[src/rtl/adc_spi_rx.sv]
// SPI master that reads one Width-bit conversion word from an ADC per start request.
// All outputs registered; sclk_o = clk_i / (2*ClkDiv), mode 0, MSB first.
module adc_spi_rx #(
  parameter int Width  = 16,
  parameter int ClkDiv = 4
) (
  input  logic             clk_i,
  input  logic             rst_ni,
  input  logic             start_i,
  input  logic             miso_i,
  output logic             sclk_o,
  output logic             cs_no,
  output logic [Width-1:0] dout_o,
  output logic             valid_o,
  output logic             busy_o
);

  localparam int CntW = (ClkDiv > 1) ? $clog2(ClkDiv) : 1;
  localparam int BitW = $clog2(Width + 1);
  localparam logic [CntW-1:0] CntMax = CntW'(ClkDiv - 1);
  localparam logic [BitW-1:0] BitMax = BitW'(Width);

  typedef enum logic [2:0] {IDLE, SETUP, SHIFT, DONE, QUIET} state_e;

  state_e           state_q, state_d;
  logic [CntW-1:0]  cnt_q, cnt_d;
  logic [BitW-1:0]  bit_q, bit_d;
  logic [Width-1:0] shreg_q, shreg_d;
  logic [Width-1:0] dout_q, dout_d;
  logic             sclk_q, sclk_d;
  logic             cs_n_q, cs_n_d;
  logic             valid_q, valid_d;
  logic             busy_q, busy_d;

  always_ff @(posedge clk_i or negedge rst_ni) begin
    if (!rst_ni) begin
      state_q <= IDLE;
      cnt_q   <= '0;
      bit_q   <= '0;
      shreg_q <= '0;
      dout_q  <= '0;
      sclk_q  <= 1'b0;
      cs_n_q  <= 1'b1;
      valid_q <= 1'b0;
      busy_q  <= 1'b0;
    end else begin
      state_q <= state_d;
      cnt_q   <= cnt_d;
      bit_q   <= bit_d;
      shreg_q <= shreg_d;
      dout_q  <= dout_d;
      sclk_q  <= sclk_d;
      cs_n_q  <= cs_n_d;
      valid_q <= valid_d;
      busy_q  <= busy_d;
    end
  end

  always_comb begin
    state_d = state_q;
    cnt_d   = cnt_q;
    bit_d   = bit_q;
    shreg_d = shreg_q;
    dout_d  = dout_q;
    sclk_d  = sclk_q;
    valid_d = 1'b0;

    unique case (state_q)
      IDLE: begin
        cnt_d  = '0;
        bit_d  = '0;
        sclk_d = 1'b0;
        if (start_i) begin
          state_d = SETUP;
          shreg_d = '0;
        end
      end
      SETUP: begin
        if (cnt_q == CntMax) begin
          cnt_d   = '0;
          state_d = SHIFT;
        end else begin
          cnt_d = cnt_q + 1'b1;
        end
      end
      SHIFT: begin
        if (cnt_q == CntMax) begin
          cnt_d = '0;
          if (!sclk_q) begin
            // Rising sclk edge: the ADC has held this bit stable for a full low phase.
            sclk_d  = 1'b1;
            shreg_d = {shreg_q[Width-2:0], miso_i};
            bit_d   = bit_q + 1'b1;
          end else begin
            sclk_d = 1'b0;
            if (bit_q == BitMax) begin
              state_d = DONE;
              dout_d  = shreg_q;
              valid_d = 1'b1;
            end
          end
        end else begin
          cnt_d = cnt_q + 1'b1;
        end
      end
      DONE: begin
        state_d = QUIET;
        cnt_d   = '0;
      end
      QUIET: begin
        if (cnt_q == CntMax) begin
          cnt_d   = '0;
          state_d = IDLE;
        end else begin
          cnt_d = cnt_q + 1'b1;
        end
      end
      default: begin
        state_d = IDLE;
        cnt_d   = '0;
        sclk_d  = 1'b0;
      end
    endcase

    cs_n_d = !((state_d == SETUP) || (state_d == SHIFT));
    busy_d = (state_d != IDLE);
  end

  assign sclk_o  = sclk_q;
  assign cs_no   = cs_n_q;
  assign dout_o  = dout_q;
  assign valid_o = valid_q;
  assign busy_o  = busy_q;

endmodule

[config.mk]
export PLATFORM = sky130hd
export DESIGN_NAME = adc_spi_rx
export DESIGN_NICKNAME = d
export VERILOG_FILES = /design/src/rtl/adc_spi_rx.sv
export SDC_FILE = /design/constraint.sdc
export NUM_CORES = 1
export LEC_CHECK = 0
export BUFFER_PORTS_ARGS = -buffer_cell sky130_fd_sc_hd__buf_2
export CORE_MARGIN = 8
export CORE_UTILIZATION = 55
export CTS_BUF_LIST = sky130_fd_sc_hd__clkbuf_4
export CTS_CLUSTER_DIAMETER = 200
export DETAILED_ROUTE_END_ITERATION = 10
export GPL_ROUTABILITY_DRIVEN = 0
export HOLD_SLACK_MARGIN = 0.08
export PLACE_DENSITY_LB_ADDON = 0.3
export SLEW_MARGIN = 25
export SYNTH_ARGS = -nofsm -noshare
export SYNTH_HDL_FRONTEND = slang
export SYNTH_SLANG_ARGS = --single-unit
[constraint.sdc]
create_clock -name clk_i -period 3.93 [get_ports clk_i]
set_input_delay 0.393 -clock clk_i [delete_from_list [all_inputs] [get_ports clk_i]]
set_output_delay 0.393 -clock clk_i [all_outputs]
set_load 0.02 [all_outputs]
# == After elaboration in Yosys (flattened, before gate mapping) ==
# Cells that the tools add are included.
# Widths: inputs -> output; s select.
# totals
mem_count,0
output_inout_bits,20
regBits,46
word_cells,57
mem_bits_rw,0
rom_bits,0
latch_bits,0
# op_classes
n_div,0
multipliers,0
bitwise,1
reduce_logical,11
eq_ne,11
muxes,23
shift,0
add_sub_neg,2
order_cmp,0
# op_table
cell,n
$mux 16,3
$pmux 16 s2,1
$mux 3,6
$pmux 3 s5,1
$mux 5,2
$pmux 5 s2,1
$eq 3x2->1 const B,3
$reduce_and 4->1,2
$eq 3x1->1 const B,2
$mux 1,6
$ne 2x2->1 const B,3
$reduce_or 3->1,2
$add 5x1->5 const B,1
$eq 5x5->1 const B,1
$mux 2,2
$eq 3x3->1 const B,1
$logic_not 3->1,1
$reduce_and 3->1,1
$reduce_bool 3->1,1
$add 2x1->2 const B,1
$eq 2x2->1 const B,1
$pmux 1 s2,1
$reduce_and 2->1,1
$reduce_bool 2->1,1
3 further kinds,3

# == Longest topological paths before layout ==
# depth
depth_word,8
mapped_depth,6
ltp_nobuf,5

# == Worst setup path before layout ==
# Ideal clock, no wire load.
# synth_timing
kind,register -> register
start,reg bit_q[0]
end,"reg dout_q[10], in the netlist dout_o[10]"
synth_period_minus_slack_ns,1.831
path_stages_with_launch,7
slack_ns,2.099
arrival_time_ns,1.705
setup_ns,0.125
cell_sequence,dfrtp_1 -> inv_1 -> ha_1 -> nand4b_4 -> nor4_4 -> buf_6 -> mux2_4
# synth_between
elab_chain_cells,2
# synth_lines
element,line,text
"start, declared",27,"logic [BitW-1:0] bit_q, bit_d;"
"start signal, assigned",49,bit_q <= bit_d;
$eq 5x5->1,96,if (bit_q == BitMax) begin
$reduce_and 4->1 (no source line),-,
"end signal, assigned",51,dout_q <= dout_d;
"end, declared",29,"logic [Width-1:0] dout_q, dout_d;"
# No other way between the ends.
# A chain may end at the register's enable or synchronous reset.

# == Worst setup path after layout ==
# layout_timing
start,reg state_q[1]
end,"reg dout_q[3], in the netlist dout_o[3]"
# layout_between
elab_chain_cells,2
# layout_lines
element,line,text
"start, declared",25,"state_e state_q, state_d;"
"start signal, assigned",47,state_q <= state_d;
$eq 3x2->1,68,unique case (state_q)
$reduce_and 4->1 (no source line),-,
# No other way between the ends.

==> results.cfg <==
[die]
io_pins = 24
dieArea_um2 = 5820
core_area_um2 = 3580
rows = 22
start_util_pct = 55.8
die_y_um = 76.3
die_w_um = 76.3

[detailed_routing]
wl_per_cell_um = 16.4
drt_iter0_markers = 101
drc = 0
firstDrtPassIters = 4
routed_wirelength_mm = 3.59
postRouteAntennaNets = 0
vias = 1229
vias_per_cell = 5.61

[grt]
antenna_found_initial = 0
use_met1_pct = 15.7
grt_pass1_vias = 1210
grt.total_usage_pct = 12.5
gr-usage-met2_pct = 18.9
grt_max_degree = 47
grt_pass1_wl_mm = 5.91
top_usage_layer = met2
grt_overflow = 0
grtUsageMet3_pct = 5.07

[timing]
finalCritPeriodShare_pct = 54.7
fin_skew_ps = 16.8
final.min_clock_period_ps = 2150
hold_viol = 0
setup_violations = 0
fmax_mhz = 465
tns_ps = 0
worstMarginPinSlew_ps = 678
slew_headroom_pct = 54.6
final_max_slew_viol_count = 0
rsz0062_at_grt = false

[layout]
layout.cells.non_filler = 219
design_area_um2 = 2230
nNetsFinal = 177
num_antenna_cells = 0
syn_to_final_growth_pct = 11.4
fin_util_pct = 62.2
fillerInstances = 291
drive_gt1_share_pct = 30.4

[outcome]
outcome = complete, no violations

[power]
power.density_nw_per_um2 = 350
p_leak_uw = 0.00110
ir_drop_uv = 293

[setup_path]
crit_arrival_ps = 2410
worstSetupPathType = reg -> reg
worstPathRequired_ps = 4190
start_kind = flip-flop
endpoint_kind = flip-flop
cpMaxStageDelayCell = dfrtp_1
rr_worst_depth = 4
cp_max_fo = 18
path_cells = nand2b_1 -> nor4_4 -> buf_4 -> mux2_2
critPathMaxStageDelay_ps = 660

[clock_tree]
cts_resized = 0
clkLatencyLatePin_ps = 360
cts_buffers = 5
cts_buffer_depth = 2
clock-root-buffer = clkbuf_4
cts_setup_buffers = 0
cts_hold_buf = 0
cts_sinks = 46
cts.htree.levels = 2
cts_tree = yes
clkSlewWorstSetupHoldPaths_ps = 130

[logic_synthesis]
ys_types = 35
synthFlopType = dfrtp_1
synthArstFlopShare_pct = 100
netlist_area_um2 = 2000
syn-num-nets = 155
ys_ff_latch = 46
synth_edf_count = 0
synth_seq_area_share_pct = 57.7
synth_cells = 148
yosys_warnings = 0
postSynthAreaPerCell_um2 = 13.5

[min_path]
hp-class = in -> reg
holdPathStages = 2

[placement]
io_buffer_count = 23
hpwl_mm = 2.31
placed_area_um2 = 2130
dp.cells = 210

[job]
cap_viol_max_count = 0
-- layer usage --
layer | vias to the layer above | routed length, µm
li1 | 580 | -
met2 | 21 | 1660
met4 | 0 | 47
met1 | 623 | 1730
met3 | 5 | 146
met5 | - | 0
-- cell usage after synthesis, types with 2 or more instances --
library cell,number,share of area [%]
a2111oi_0,3,1.3
a211o_1,2,0.88
a21oi_1,4,1.0
a22o_1,18,7.9
buf_2,3,0.75
clkbuf_1,5,0.94
dfrtp_1,45,56
ha_1,3,1.9
inv_1,7,1.3
mux2_2,8,4.5
mux2_4,9,6.8
mux2i_1,3,1.5
nand2_1,3,0.56
nand2b_1,7,2.2
nand3_1,2,0.50
nand3b_1,2,0.75
nor2_1,2,0.38
nor3_1,2,0.50
o21ai_0,2,0.50
o21bai_1,2,0.75
or3_1,2,0.63
-- logic make-up after synthesis --
kind of cell    synth area share (%)
compound gates                  13.9
simple gates                    9.39
buf+inv                         3.95
xor+xnor                       0.438
mux                             12.8
fa+ha+maj                       1.88
flops                           57.7
-- sequential cells by signal, indices dropped and copies added, names as in the netlist --
register and flops:
dout_o 16, state_q 3, sclk_o 1, bit_q 5, valid_o 1, busy_o 1, cs_no 1, cnt_q 2
shreg_q 16
-- report_power, final --
group	switching, µW	total (µW)	internal [µW]
clock network	146	286	139
logic	9.93	14.4	4.46
registers	2.71	479	476
total	159	779	620
-- worst max-delay path, delay by kind of cell, from the launching register on --
kind / cells / cell delay [ps]
AND/OR/NAND/NOR: 2 / 690
flip-flops: 1 / 660
multiplexers: 1 / 360
buffers and inverters: 1 / 330
-- cell type report --
type	count	area, µm²	share of cell area (%)
clock buffers	6	45.0	2.02
clock inverters	2	33.8	1.52
inverters	7	26.3	1.18
multi-input cells	85	773	34.7
well taps	48	60.1	2.70
repair buffers	25	135	6.07
flip-flops and latches	46	1150	51.8
-- layout by cell type (no fill, tap or decap), types with 3 or more instances in the layout --
| cell type | count |
|---|---|
| mux2_2 | 8 |
| mux2i_1 | 3 |
| a2111oi_0 | 3 |
| nand2b_1 | 7 |
| ha_1 | 3 |
| nand2_1 | 3 |
| clkbuf_4 | 6 |
| inv_1 | 7 |
| buf_2 | 22 |
| dfrtp_1 | 45 |
| mux2_4 | 9 |
| a21oi_1 | 4 |
| a22o_1 | 18 |
-- per-stage QoR --
| stage | worst slack [ps] | hold WS [ps] | power (µW) |
|---|---|---|---|
| final | 1780 | 255 | 779 |
| after global routing | 1640 | 222 | 809 |
| after CTS | 1700 | 202 | 787 |
| after detailed placement | 1750 | 465 | 502 |
| after global placement | 1800 | 426 | 501 |
| after floorplan | 2100 | 97.4 | 490 |
-- path summary, 6_finish.rpt --
| check | startpoint | endpoint | slack (ps) |
|---|---|---|---|
| max | state_q[1] | dout_o[3] | 1780 |
| min | miso_i | shreg_q[0] | 260 |
| max in group asynchronous | rst_ni | bit_q[0] | 3000 |
| min reg2reg | cnt_q[0] | cnt_q[0] | 480 |
| max reg2reg | state_q[1] | dout_o[3] | 1780 |
| min in group asynchronous | rst_ni | state_q[0] | 540 |
(Power assumes the default switching activity.)
